### config.mk
export PLATFORM = sky130hd
export DESIGN_NAME = cntr_load_sequencer
export DESIGN_NICKNAME = d
export VERILOG_FILES = /design/src/rtl/cntr_pkg.sv /design/src/rtl/cntr_load_fifo.sv /design/src/rtl/cntr_load_sequencer.sv
export SDC_FILE = /design/constraint.sdc
export NUM_CORES = 1
export LEC_CHECK = 0
export ABC_AREA = 1
export BUFFER_PORTS_ARGS = -buffer_cell sky130_fd_sc_hd__clkbuf_2
export CORE_ASPECT_RATIO = 1.4
export CORE_MARGIN = 5
export CORE_UTILIZATION = 41
export DETAILED_ROUTE_END_ITERATION = 10
export PLACE_DENSITY_LB_ADDON = 0.05
export SYNTH_ARGS = -nofsm -noshare
export SYNTH_HDL_FRONTEND = slang
export SYNTH_SLANG_ARGS = --single-unit
export TNS_END_PERCENT = 50
### constraint.sdc
create_clock -name clk -period 2.5 [get_ports clk]
set_clock_uncertainty 0.15 [all_clocks]
set_input_delay 0.125 -clock clk [delete_from_list [all_inputs] [get_ports clk]]
set_output_delay 0.125 -clock clk [all_outputs]
set_load 0.02 [all_outputs]
### src/rtl/cntr_pkg.sv
// Shared definitions for the loadable wrap counter and its load sequencer.
package cntr_pkg;

  localparam int unsigned DEFAULT_WIDTH = 4;

  typedef enum logic [1:0] {
    IDLE,
    WAIT_WRAP,
    LOAD,
    GAP
  } state_e;

  function automatic int unsigned cnt_max(input int unsigned width);
    return (32'd1 << width) - 32'd1;
  endfunction

endpackage

### src/rtl/cntr_load_fifo.sv
// Small synchronous FIFO buffering counter reload values; flush overrides push/pop.
module cntr_load_fifo
  import cntr_pkg::*;
#(
  parameter int unsigned WIDTH = DEFAULT_WIDTH,
  parameter int unsigned DEPTH = 4
) (
  input  logic                     clk,
  input  logic                     rst,
  input  logic                     flush,
  input  logic                     push,
  input  logic                     pop,
  input  logic [WIDTH-1:0]         din,
  output logic [WIDTH-1:0]         head,
  output logic [$clog2(DEPTH):0]   level
);

  localparam int unsigned AW = $clog2(DEPTH);
  localparam int unsigned LW = AW + 1;

  logic [WIDTH-1:0] mem_q [DEPTH];
  logic [WIDTH-1:0] mem_d [DEPTH];
  logic [AW-1:0]    wr_ptr_q, wr_ptr_d;
  logic [AW-1:0]    rd_ptr_q, rd_ptr_d;
  logic [LW-1:0]    level_q, level_d;
  logic             do_push, do_pop;

  assign do_push = push && !flush && (level_q != LW'(DEPTH));
  assign do_pop  = pop && !flush && (level_q != '0);
  assign head    = mem_q[rd_ptr_q];
  assign level   = level_q;

  always_comb begin
    mem_d    = mem_q;
    wr_ptr_d = wr_ptr_q;
    rd_ptr_d = rd_ptr_q;
    level_d  = level_q;
    if (flush) begin
      wr_ptr_d = '0;
      rd_ptr_d = '0;
      level_d  = '0;
    end else begin
      if (do_push) begin
        mem_d[wr_ptr_q] = din;
        wr_ptr_d        = wr_ptr_q + AW'(1);
      end
      if (do_pop) begin
        rd_ptr_d = rd_ptr_q + AW'(1);
      end
      case ({do_push, do_pop})
        2'b10:   level_d = level_q + LW'(1);
        2'b01:   level_d = level_q - LW'(1);
        default: level_d = level_q;
      endcase
    end
  end

  always_ff @(posedge clk or posedge rst) begin
    if (rst) begin
      for (int unsigned i = 0; i < DEPTH; i++) begin
        mem_q[i] <= '0;
      end
      wr_ptr_q <= '0;
      rd_ptr_q <= '0;
      level_q  <= '0;
    end else begin
      mem_q    <= mem_d;
      wr_ptr_q <= wr_ptr_d;
      rd_ptr_q <= rd_ptr_d;
      level_q  <= level_d;
    end
  end

endmodule

### src/rtl/cntr_load_sequencer.sv
// Feeds buffered reload values to the wrap counter as single-cycle load pulses,
// optionally aligned so the load lands on the counter's wrap cycle.
module cntr_load_sequencer
  import cntr_pkg::*;
#(
  parameter int unsigned WIDTH   = DEFAULT_WIDTH,
  parameter int unsigned DEPTH   = 4,
  parameter int unsigned MIN_GAP = 2
) (
  input  logic                   clk,
  input  logic                   rst,
  input  logic                   flush,
  input  logic                   sync_mode,
  input  logic                   in_valid,
  input  logic [WIDTH-1:0]       in_val,
  output logic                   in_ready,
  input  logic [WIDTH-1:0]       cnt_in,
  output logic                   ld_in,
  output logic [WIDTH-1:0]       ld_val,
  output logic [$clog2(DEPTH):0] fifo_level,
  output logic                   busy
);

  localparam int unsigned     LW         = $clog2(DEPTH) + 1;
  localparam int unsigned     GW         = (MIN_GAP > 1) ? $clog2(MIN_GAP) : 1;
  localparam logic [WIDTH-1:0] CNT_MAX    = WIDTH'(cnt_max(WIDTH));
  localparam logic [WIDTH-1:0] CNT_MAX_M1 = WIDTH'(cnt_max(WIDTH) - 1);
  localparam logic [GW-1:0]    GAP_LAST   = GW'(MIN_GAP - 1);

  state_e           state_q, state_d;
  logic [GW-1:0]    gap_cnt_q, gap_cnt_d;
  logic [WIDTH-1:0] prev_cnt_q, prev_cnt_d;
  logic             ld_in_q, ld_in_d;
  logic [WIDTH-1:0] ld_val_q, ld_val_d;
  logic [WIDTH-1:0] fifo_head;
  logic             push, pop;

  assign in_ready = (fifo_level != LW'(DEPTH));
  assign push     = in_valid && in_ready;
  assign pop      = (state_q == LOAD);
  assign busy     = (state_q != IDLE) || (fifo_level != '0);
  assign ld_in    = ld_in_q;
  assign ld_val   = ld_val_q;

  cntr_load_fifo #(
    .WIDTH (WIDTH),
    .DEPTH (DEPTH)
  ) u_fifo (
    .clk   (clk),
    .rst   (rst),
    .flush (flush),
    .push  (push),
    .pop   (pop),
    .din   (in_val),
    .head  (fifo_head),
    .level (fifo_level)
  );

  always_comb begin
    state_d    = state_q;
    gap_cnt_d  = gap_cnt_q;
    prev_cnt_d = cnt_in;
    ld_in_d    = 1'b0;
    ld_val_d   = ld_val_q;

    case (state_q)
      IDLE: begin
        if (fifo_level != '0) begin
          state_d = sync_mode ? WAIT_WRAP : LOAD;
        end
      end
      // Issuing at MAX-1 puts the pulse on the MAX cycle; a counter parked at MAX
      // never shows MAX-1, so two consecutive MAX samples also release the load.
      WAIT_WRAP: begin
        if ((cnt_in == CNT_MAX_M1) ||
            ((cnt_in == CNT_MAX) && (prev_cnt_q == CNT_MAX))) begin
          state_d = LOAD;
        end
      end
      LOAD: begin
        state_d   = GAP;
        gap_cnt_d = '0;
      end
      GAP: begin
        if (gap_cnt_q == GAP_LAST) begin
          state_d = IDLE;
        end else begin
          gap_cnt_d = gap_cnt_q + GW'(1);
        end
      end
      default: state_d = IDLE;
    endcase

    if (flush) begin
      state_d    = IDLE;
      prev_cnt_d = '0;
    end

    // The pulse is registered on entry to LOAD so it is visible during the LOAD cycle.
    if (state_d == LOAD) begin
      ld_in_d  = 1'b1;
      ld_val_d = fifo_head;
    end
  end

  always_ff @(posedge clk or posedge rst) begin
    if (rst) begin
      state_q    <= IDLE;
      gap_cnt_q  <= '0;
      prev_cnt_q <= '0;
      ld_in_q    <= 1'b0;
      ld_val_q   <= '0;
    end else begin
      state_q    <= state_d;
      gap_cnt_q  <= gap_cnt_d;
      prev_cnt_q <= prev_cnt_d;
      ld_in_q    <= ld_in_d;
      ld_val_q   <= ld_val_d;
    end
  end

endmodule

==> flow_summary.json, run 1 <==
{
  "place_area_um2": 1930,
  "die-area_um2": 5750,
  "fin_setup_tns_ps": 0,
  "final_cell_area_um2": 2140,
  "antenna_found_initial": 0,
  "drive_gt1_share_pct": 23.2,
  "synth_area_leaders": "dfrtp_1, nand2_1, nand2_4",
  "cts_made_buffers": 5,
  "synthArstFlopShare_pct": 100,
  "yosys_warnings": 0,
  "routedWlPerCell_um": 12.8,
  "root_buffer": "clkbuf_8",
  "drcViolationCount": 0,
  "ios": 23,
  "viasPerCell": 4.87,
  "path_clk_slew_ps": 70,
  "track_usage_pct": 14.1,
  "synth_area_um2": 1770,
  "setup_viol_count_final": 0,
  "synthCells": 199,
  "synthFlopType": "dfrtp_1",
  "clk_path_buf_depth": 2,
  "fin_crit_sh_pct": 86.0,
  "dr_wl_met2_um": 1900,
  "cp.arrival_ps": 2180,
  "hold_viol_final": 0,
  "fmax_mhz": 465,
  "core.rowCount": 28,
  "n_antenna_cell": 0,
  "cts_tree": "yes",
  "synth_nets": 217,
  "nNetsFinal": 254,
  "slew_viol_final": 0,
  "place.gp.congestion": 0.752,
  "synth_top_area_share_pct": 49.4,
  "htreeDepth": 2,
  "area_growth_pct": 20.6,
  "grt_pass1_vias": 1403,
  "highest_layer": "met4",
  "peakVddDrop_v": 0.000547,
  "die_w_um": 65.6,
  "drtPass1Iterations": 4,
  "post-route-min-period_ps": 2150,
  "power.density_nw_per_um2": 856,
  "grt_max_degree": 36,
  "synth_edf_count": 0,
  "num_vias": 1372,
  "finalWirelength_um": 3600,
  "cp.required_ps": 2530,
  "synth.avg_cell_area_um2": 8.90,
  "die_h_um": 87.8,
  "ys_ff_latch": 35,
  "whs_ps": 110,
  "met1_length_um": 1520,
  "yosysMostFrequentCell": "nand2_1",
  "synth.largest_area_cell": "dfrtp_1",
  "post_cts_buffers": 0,
  "fin_cells": 282,
  "setup.worst_path.start_class": "register",
  "fin_util_pct": 50.8,
  "min_path_type": "input port to register",
  "synth_common_cells": "nand2_1, dfrtp_1, inv_1",
  "worstSetupEndpointType": "register",
  "slew_headroom_pct": 69.8,
  "cts_sinks": 35,
  "num-fill-cells": 419,
  "yosysSeqAreaShare_pct": 49.4,
  "tightest_slew_ps": 453,
  "dp.cells": 265,
  "leakagePower_nw": 1.17,
  "dpl.hpwl_um": 2650,
  "rsz0062_at_grt": "false",
  "io_buffers": 22,
  "drtIter0Drc": 78,
  "clk-insertion-delay-late_ps": 290,
  "status": "finished, final reports clean",
  "maxCapViolCount": 0,
  "initial_core_util_pct": 42.1,
  "grt_pass1_wl_um": 6150,
  "core-area_um2": 4200,
  "ant_nets": 0,
  "wl_met3_um": 108,
  "critical_path_class": "register to register",
  "ys_types": 22,
  "worst-path-max-fanout": 6,
  "overflow": 0
}
-- flip-flops by register name, summed over array words and instances (netlist names) --
register	cells
u_fifo.wr_ptr_q	2
u_fifo.mem_q	16
prev_cnt_q	4
u_fifo.rd_ptr_q	2
ld_val	4
state_q	2
gap_cnt_q	1
u_fifo.level	3
ld_in	1
-- final cells by class --
| cell class | count | area (µm²) | share of cell area [%] |
|---|---|---|---|
| Sequential cell | 35 | 876 | 41.0 |
| Multi-Input combinational cell | 137 | 786 | 36.8 |
| Timing Repair Buffer | 32 | 208 | 9.72 |
| Inverter | 25 | 93.8 | 4.39 |
| Clock buffer | 6 | 82.6 | 3.86 |
| Tap cell | 45 | 56.3 | 2.63 |
| Clock inverter | 2 | 35.0 | 1.64 |
-- cell usage in the layout, fill, tap and decap left out --
cell type      count
o22ai_1            4
bufinv_16          1
inv_1             20
dlygate4sd3_1      9
nand4_1            1
o21ai_0           11
fa_1               1
nand2_4           10
nand2_2            3
nor2_4             2
a21oi_4            1
ha_1               4
o21ai_1           17
clkinv_2           1
dfrtp_1           35
nor2_8             2
nor2_2             1
inv_2              5
nand2_1           42
clkbuf_2          22
a21oi_1            4
xnor2_1            1
clkbuf_8           6
buf_4              1
nor2_1            19
nand3_1           14
-- power by group --
part           total (W)  switching [W]  internal [W]  leakage [nW]
clock           0.000526       0.000203      0.000323        0.0612
sequential      0.000798      0.0000963      0.000701         0.455
combinational   0.000507       0.000319      0.000188         0.656
-- final timing paths --
check                                            endpoint  slack (ps)                   startpoint  depth (start not counted)
max                           u_fifo.level[2]$_DFFE_PP0P_         350  u_fifo.level[0]$_DFFE_PP0P_                         13
min                        u_fifo.wr_ptr_q[0]$_DFFE_PP0P_         110                     in_valid                          4
max reg2reg                   u_fifo.level[2]$_DFFE_PP0P_         350  u_fifo.level[0]$_DFFE_PP0P_                         13
min reg2reg                         ld_val[3]$_DFFE_PP0N_         330        ld_val[3]$_DFFE_PP0N_                          2
max in group asynchronous     u_fifo.mem_q[1]$_DFFE_PP0P_        1560                          rst                          4
min in group asynchronous         prev_cnt_q[0]$_DFF_PP0_         310                          rst                          4
-- critical path, cell delays in order, from the launching register on --
cell and delay, ps:
dfrtp_1 460, nor2_4 170, nand2_4 80, nand2_4 100, nor2_8 40, nand2_4 110, inv_1 60, fa_1 370
xnor2_1 230, inv_1 60, nand2_1 60, nand2_1 40, nand2_1 50, nand2_1 40
-- logic make-up (layout without fill, tap and decap cells) --
group / after synthesis / after routing / share of synthesized area [%]
adder cells (fa/ha/maj): 5 / 5 / 3.95
AND/OR/NAND/NOR: 94 / 94 / 28.5
buffers and inverters: 27 / 65 / 6.21
AO/OA/AOI/OAI: 37 / 37 / 11.4
flip-flops: 35 / 35 / 49.4
XOR/XNOR: 1 / 1 / 0.494
-- timing repair --
action / 4_1_cts / 5_1_grt
gates resized for setup: 0 / 0
endpoints found under the hold margin: 55 / 0
hold buffers: 9 / 0
-- metrics by stage --
step / total power (W) / worst slack [ps]
after floorplan: 0.00117 / 380
after global placement: 0.00130 / 413
after detailed placement: 0.00131 / 377
after CTS: 0.00186 / 354
after global routing: 0.00196 / 195
final: 0.00183 / 349
-- metal layers --
metal	global-route usage, %	vias to the layer above
li1	-	707
met1	15.0	640
met2	25.8	20
met3	2.70	5
met4	7.92	0
met5	0	-
Note: power is estimated with default switching activity, not from simulation.
==> run 2: changes to the inputs <==
Settings changed: HOLD_SLACK_MARGIN from default to 0.12.
Clock period 2.5 ns to 2.6 ns, I/O delays scaled along.
==> run 2 against run 1 <==
Maximum frequency rose by 0.36%; largest cell class unchanged; clock-buffer cell count did not move; largest power group unchanged; hold slack improved by 27 ps.
==> flow_summary.json, run 2 (synthesized netlist as in run 1, its figures left out) <==
{
  "crit_buf_inv": 2,
  "dpl.hpwl_um": 2650,
  "num-fill-cells": 418,
  "grt_pass1_vias": 1409,
  "fmax_mhz": 467,
  "maxCapViolCount": 0,
  "area_growth_pct": 21.2,
  "drtIter0Drc": 72,
  "slew_headroom_pct": 69.8,
  "ctsResizeCount": 0,
  "die-area_um2": 5750,
  "critical_path_class": "register to register",
  "leakagePower_nw": 1.18,
  "status": "finished, final reports clean",
  "cts_tree": "yes",
  "cts_made_buffers": 5,
  "peakVddDrop_v": 0.000527,
  "core-area_um2": 4200,
  "post-place-ws_ps": 477,
  "drcViolationCount": 0,
  "crit_path_start": "u_fifo.level[0]$_DFFE_PP0P_",
  "cp_cell_sequence": "nor2_4 > nand2_4 > nand2_4 > nor2_8 > nand2_4 > inv_1 > fa_1 > xnor2_1 > inv_1 > nand2_1 > nand2_1 > nand2_1 > nand2_1",
  "grt_pass1_wl_um": 6180,
  "final_common_cell": "nand2_1",
  "root_buffer": "clkbuf_8",
  "finalWirelength_um": 3620,
  "clk_path_buf_depth": 2,
  "reg2reg_depth": 13,
  "r2r-end": "u_fifo.level[2]$_DFFE_PP0P_",
  "tightest_slew_ps": 452,
  "place.gp.congestion": 0.752,
  "viasPerCell": 4.92,
  "cp.arrival_ps": 2180,
  "post-route-min-period_ps": 2140,
  "worstSetupEndpointType": "register",
  "power.density_nw_per_um2": 820,
  "io_buffers": 22,
  "fin_setup_tns_ps": 0,
  "num_vias": 1392,
  "drive_gt1_share_pct": 23.1,
  "critical-path-top-delay-family": "simple AND/OR/NAND/NOR gates",
  "rsz0062_at_grt": "false",
  "drtPass1Iterations": 4,
  "setup_viol_count_final": 0,
  "htreeDepth": 2,
  "worstSetupPathDepth": 13,
  "clk-insertion-delay-late_ps": 290,
  "rrSetupSlack_ps": 460,
  "regToRegStartpoint": "u_fifo.level[0]$_DFFE_PP0P_",
  "nNetsFinal": 255,
  "fin_crit_sh_pct": 82.4,
  "ant_nets": 0,
  "critical_path.max_stage_delay_ps": 460,
  "ios": 23,
  "layout_common_cells": "nand2_1, dfrtp_1, clkbuf_2, inv_1, nor2_1",
  "die_h_um": 87.8,
  "setup.worst_path.start_class": "register",
  "hold_viol_final": 0,
  "grt_max_degree": 36,
  "fin_ws_ps": 457,
  "track_usage_pct": 14.2,
  "crit_path_end": "u_fifo.level[2]$_DFFE_PP0P_",
  "post_cts_buffers": 0,
  "cp.required_ps": 2640,
  "initial_core_util_pct": 42.1,
  "antenna_found_initial": 0,
  "overflow": 0,
  "n_antenna_cell": 0,
  "slew_viol_final": 0,
  "min_path_type": "input port to register",
  "cts_sinks": 35,
  "die_w_um": 65.6,
  "crit_top_cell": "nand2_1",
  "routedWlPerCell_um": 12.8,
  "largest_reg_flops": 16,
  "worst-path-max-fanout": 6,
  "path_clk_slew_ps": 70,
  "regMostFlops": "u_fifo.mem_q",
  "crit_slowest_cell": "dfrtp_1",
  "core.rowCount": 28
}
-- run 2: changes by cell type in the layout (fill, tap and decap cells not counted), sizes merged --
| cell | previous run | this run |
|---|---|---|
| dlygate4sd3 | 9 | 10 |
-- run 2: repair_timing --
action / in CTS / in global routing
hold endpoints to repair: 56 / 0
hold buffers: 10 / 0
setup endpoints to repair: 0 / 0
-- run 2: power breakdown --
part	switching, W	total [W]	internal, W
logic	0.000307	0.000489	0.000182
clock network	0.000195	0.000505	0.000310
registers	0.0000921	0.000767	0.000675
total	0.000594	0.00176	0.00117
-- run 2: worst reg2reg max path, stage by stage, from the launching register on --
cell     delay [ps]
dfrtp_1         460
nor2_4          170
nand2_4          80
nand2_4         100
nor2_8           40
nand2_4         110
inv_1            60
fa_1            370
xnor2_1         220
inv_1            60
nand2_1          60
nand2_1          40
nand2_1          50
nand2_1          40
-- run 2: routing by layer --
metal	vias to the layer above	track usage, %	wire length (µm)
met5	-	0	0
met4	0	7.92	72
met3	8	2.70	111
met2	23	26.0	1910
met1	650	15.0	1530
li1	711	-	-
-- run 2: cell type report --
type	count	area, µm²	area share (%)
sequential	35	876	40.8
multi-input combinational	137	786	36.6
timing repair buffer	33	218	10.1
inverter	25	93.8	4.37
clock buffer	6	82.6	3.85
tap	45	56.3	2.62
clock inverter	2	35.0	1.63
-- run 2: how the worst min path moves through the flow --
stage | start | end | slack [ps] | cells after the start
after floorplan | cnt_in[1] | prev_cnt_q[1]$_DFF_PP0_ | 80 | 2
after global placement | rst | u_fifo.level[2]$_DFFE_PP0P_ | 90 | 3
after detailed placement | rst | u_fifo.level[2]$_DFFE_PP0P_ | 90 | 3
after CTS | sync_mode | state_q[1]$_DFF_PP0_ | 120 | 6
after global routing | flush | prev_cnt_q[0]$_DFF_PP0_ | 160 | 2
final | sync_mode | state_q[1]$_DFF_PP0_ | 140 | 6
-- run 2: stage by stage --
step                      hold slack (ps)  instance area, µm²  power [W]  cells  utilization [%]
final                                 137                2150    0.00176    283             51.1
after global routing                  161                2150    0.00188    283             51.1
after CTS                             124                2150    0.00179    283             51.1
after detailed placement             92.9                1930    0.00126    265             45.9
after global placement               86.4                1930    0.00125    265             45.9
after floorplan                      81.0                1770    0.00113    199                -
==> run 3: changes to the inputs <==
Clock period 2.6 ns to 1.85 ns, I/O delays scaled along.
==> run 3 against run 2 <==
The flow now finishes with violations (setup timing); via count is 2.2% higher; sequential share of layout area is 1.3 points lower; critical path type unchanged; maximum frequency is 16% higher; die area stayed put; critical endpoint unchanged; first-iteration DRC count is 18% lower; sequential cell count stayed put; critical path depth stayed put.
==> flow_summary.json, run 3 (synthesized netlist as in run 1, its figures left out) <==
{
  "swShare_pct": 35.0,
  "place.gp.congestion": 0.776,
  "post-route-min-period_ps": 1850,
  "area_growth_pct": 25.6,
  "finalWirelength_um": 3640,
  "clk_path_buf_depth": 2,
  "cp.arrival_ps": 1880,
  "core.rowCount": 28,
  "io_buffers": 22,
  "slew_viol_final": 0,
  "dpl.hpwl_um": 2750,
  "drtPass1Iterations": 4,
  "antenna_found_initial": 0,
  "drtIter0Drc": 59,
  "cts_sinks": 35,
  "layout_common_cells": "nand2_1, dfrtp_1, clkbuf_2, inv_1, nor2_1",
  "nNetsFinal": 267,
  "n_antenna_cell": 0,
  "peakVddDrop_v": 0.000440,
  "maxCapViolCount": 0,
  "crit_slowest_cell": "dfrtp_2",
  "initial_core_util_pct": 42.1,
  "cp_cell_sequence": "nor2_4 > nand2_4 > nand2_4 > nor2_8 > nand2_4 > inv_2 > fa_2 > xnor2_2 > inv_1 > nand2_1 > nand2_1 > nand2_1 > nand2_1",
  "grt_max_degree": 36,
  "grt_pass1_wl_um": 6460,
  "critical-path-top-delay-family": "simple AND/OR/NAND/NOR gates",
  "whs_ps": 286,
  "setup.worst_path.start_class": "register",
  "viasPerCell": 4.84,
  "ios": 23,
  "status": "finished with violations",
  "fin_cells": 294,
  "grt_pass1_vias": 1480,
  "fin_ws_ps": -0.634,
  "combPwrFrac_pct": 31.9,
  "routedWlPerCell_um": 12.4,
  "crit_top_cell": "nand2_1",
  "num_vias": 1423,
  "worstSetupEndpointType": "register",
  "die_w_um": 65.6,
  "htreeDepth": 2,
  "ant_nets": 0,
  "p_sw_w": 0.000828,
  "hold_viol_final": 0,
  "p_int_w": 0.00154,
  "fin_crit_sh_pct": 100,
  "slew_headroom_pct": 70.2,
  "clkPwrFrac_pct": 23.1,
  "drive_gt1_share_pct": 27.7,
  "setup_viol_count_final": 1,
  "drcViolationCount": 0,
  "regMostFlops": "u_fifo.mem_q",
  "power.density_nw_per_um2": 1060,
  "crit_buf_inv": 2,
  "overflow": 0,
  "worst-path-max-fanout": 2,
  "cp.required_ps": 1880,
  "critical_path_class": "register to register",
  "path_clk_slew_ps": 70,
  "clk-insertion-delay-late_ps": 280,
  "leakagePower_nw": 1.21,
  "rsz0062_at_grt": "true",
  "min_path_type": "input port to async pin",
  "cts_made_buffers": 5,
  "die-area_um2": 5750,
  "critical_path.max_stage_delay_ps": 420,
  "die_h_um": 87.8,
  "track_usage_pct": 14.8,
  "cts_tree": "yes",
  "root_buffer": "clkbuf_8",
  "violations": "setup timing",
  "dp.cells": 274,
  "power.share.sequential_pct": 45.0,
  "fmax_mhz": 540,
  "final_common_cell": "nand2_1",
  "core-area_um2": 4200,
  "tightest_slew_ps": 447,
  "post-place-ws_ps": -28.2,
  "largest_reg_flops": 16
}
==> run 3: what timing repair did <==
item                                    CTS  global route
endpoints found under the hold margin    59             0
gates resized for setup                   1             0
buffers inserted                          1             0
gates cloned                              0             0
pin swaps                                 1             0
hold buffers                             12             0
endpoints found under the setup margin    1             1
==> run 3: through the flow <==
step	total power, W	cell area, µm²	utilization, %	setup TNS [ps]
6_report	0.00237	2220	52.9	-0.634
5_1_grt	0.00255	2220	52.9	-157
4_1_cts	0.00241	2220	52.9	-14.5
3_5_place_dp	0.00182	2010	47.8	-28.2
3_3_place_gp	0.00179	2010	47.8	0
2_1_floorplan	0.00159	1780	-	-122
==> run 3: worst paths after layout <==
| check | startpoint | to | slack (ps) | cells past startpoint |
|---|---|---|---|---|
| setup / recovery | u_fifo.level[0]$_DFFE_PP0P_ | u_fifo.level[2]$_DFFE_PP0P_ | -0.6 | 13 |
| hold / removal | rst | u_fifo.level[2]$_DFFE_PP0P_ | 290 | 4 |
| hold reg to reg | ld_val[3]$_DFFE_PP0N_ | ld_val[3]$_DFFE_PP0N_ | 320 | 2 |
| min in group clk | ld_val[3]$_DFFE_PP0N_ | ld_val[3]$_DFFE_PP0N_ | 320 | 2 |
| setup reg to reg | u_fifo.level[0]$_DFFE_PP0P_ | u_fifo.level[2]$_DFFE_PP0P_ | -0.6 | 13 |
| max in group asynchronous | rst | u_fifo.level[1]$_DFFE_PP0P_ | 930 | 4 |
==> run 3: metal layers <==
layer  GRT usage [%]  vias up  routed length [µm]
met5               0        -                   0
met4            6.04        0                  60
met3            3.98        7                 136
met2            27.0       24                1900
met1            16.0      663                1550
li1                -      729                   -
==> run 3: layout make-up <==
cell class,instances,area (µm²)
Fill cell,416,1980
Sequential cell,35,878
Multi-Input combinational cell,137,796
Timing Repair Buffer,45,313
Inverter,25,93.8
Clock buffer,6,82.6
Tap cell,45,56.3
Clock inverter,1,5.00
==> run 3: worst reg2reg max path, delay by kind of cell, from the launching register on <==
family | cells | cell delay [ps]
flip-flops | 1 | 420
adder cells (fa/ha/maj) | 1 | 340
buffers and inverters | 2 | 80
AND/OR/NAND/NOR | 9 | 600
XOR/XNOR | 1 | 150
==> run 3: power groups by stage <==
stage	clock network (W)	registers, W	logic, W
finish	0.000548	0.00106	0.000755
global placement	0	0.00107	0.000723
CTS	0.000573	0.00106	0.000772
detailed placement	0	0.00108	0.000743
floorplan	0	0.00112	0.000469
global route	0.000615	0.00108	0.000848
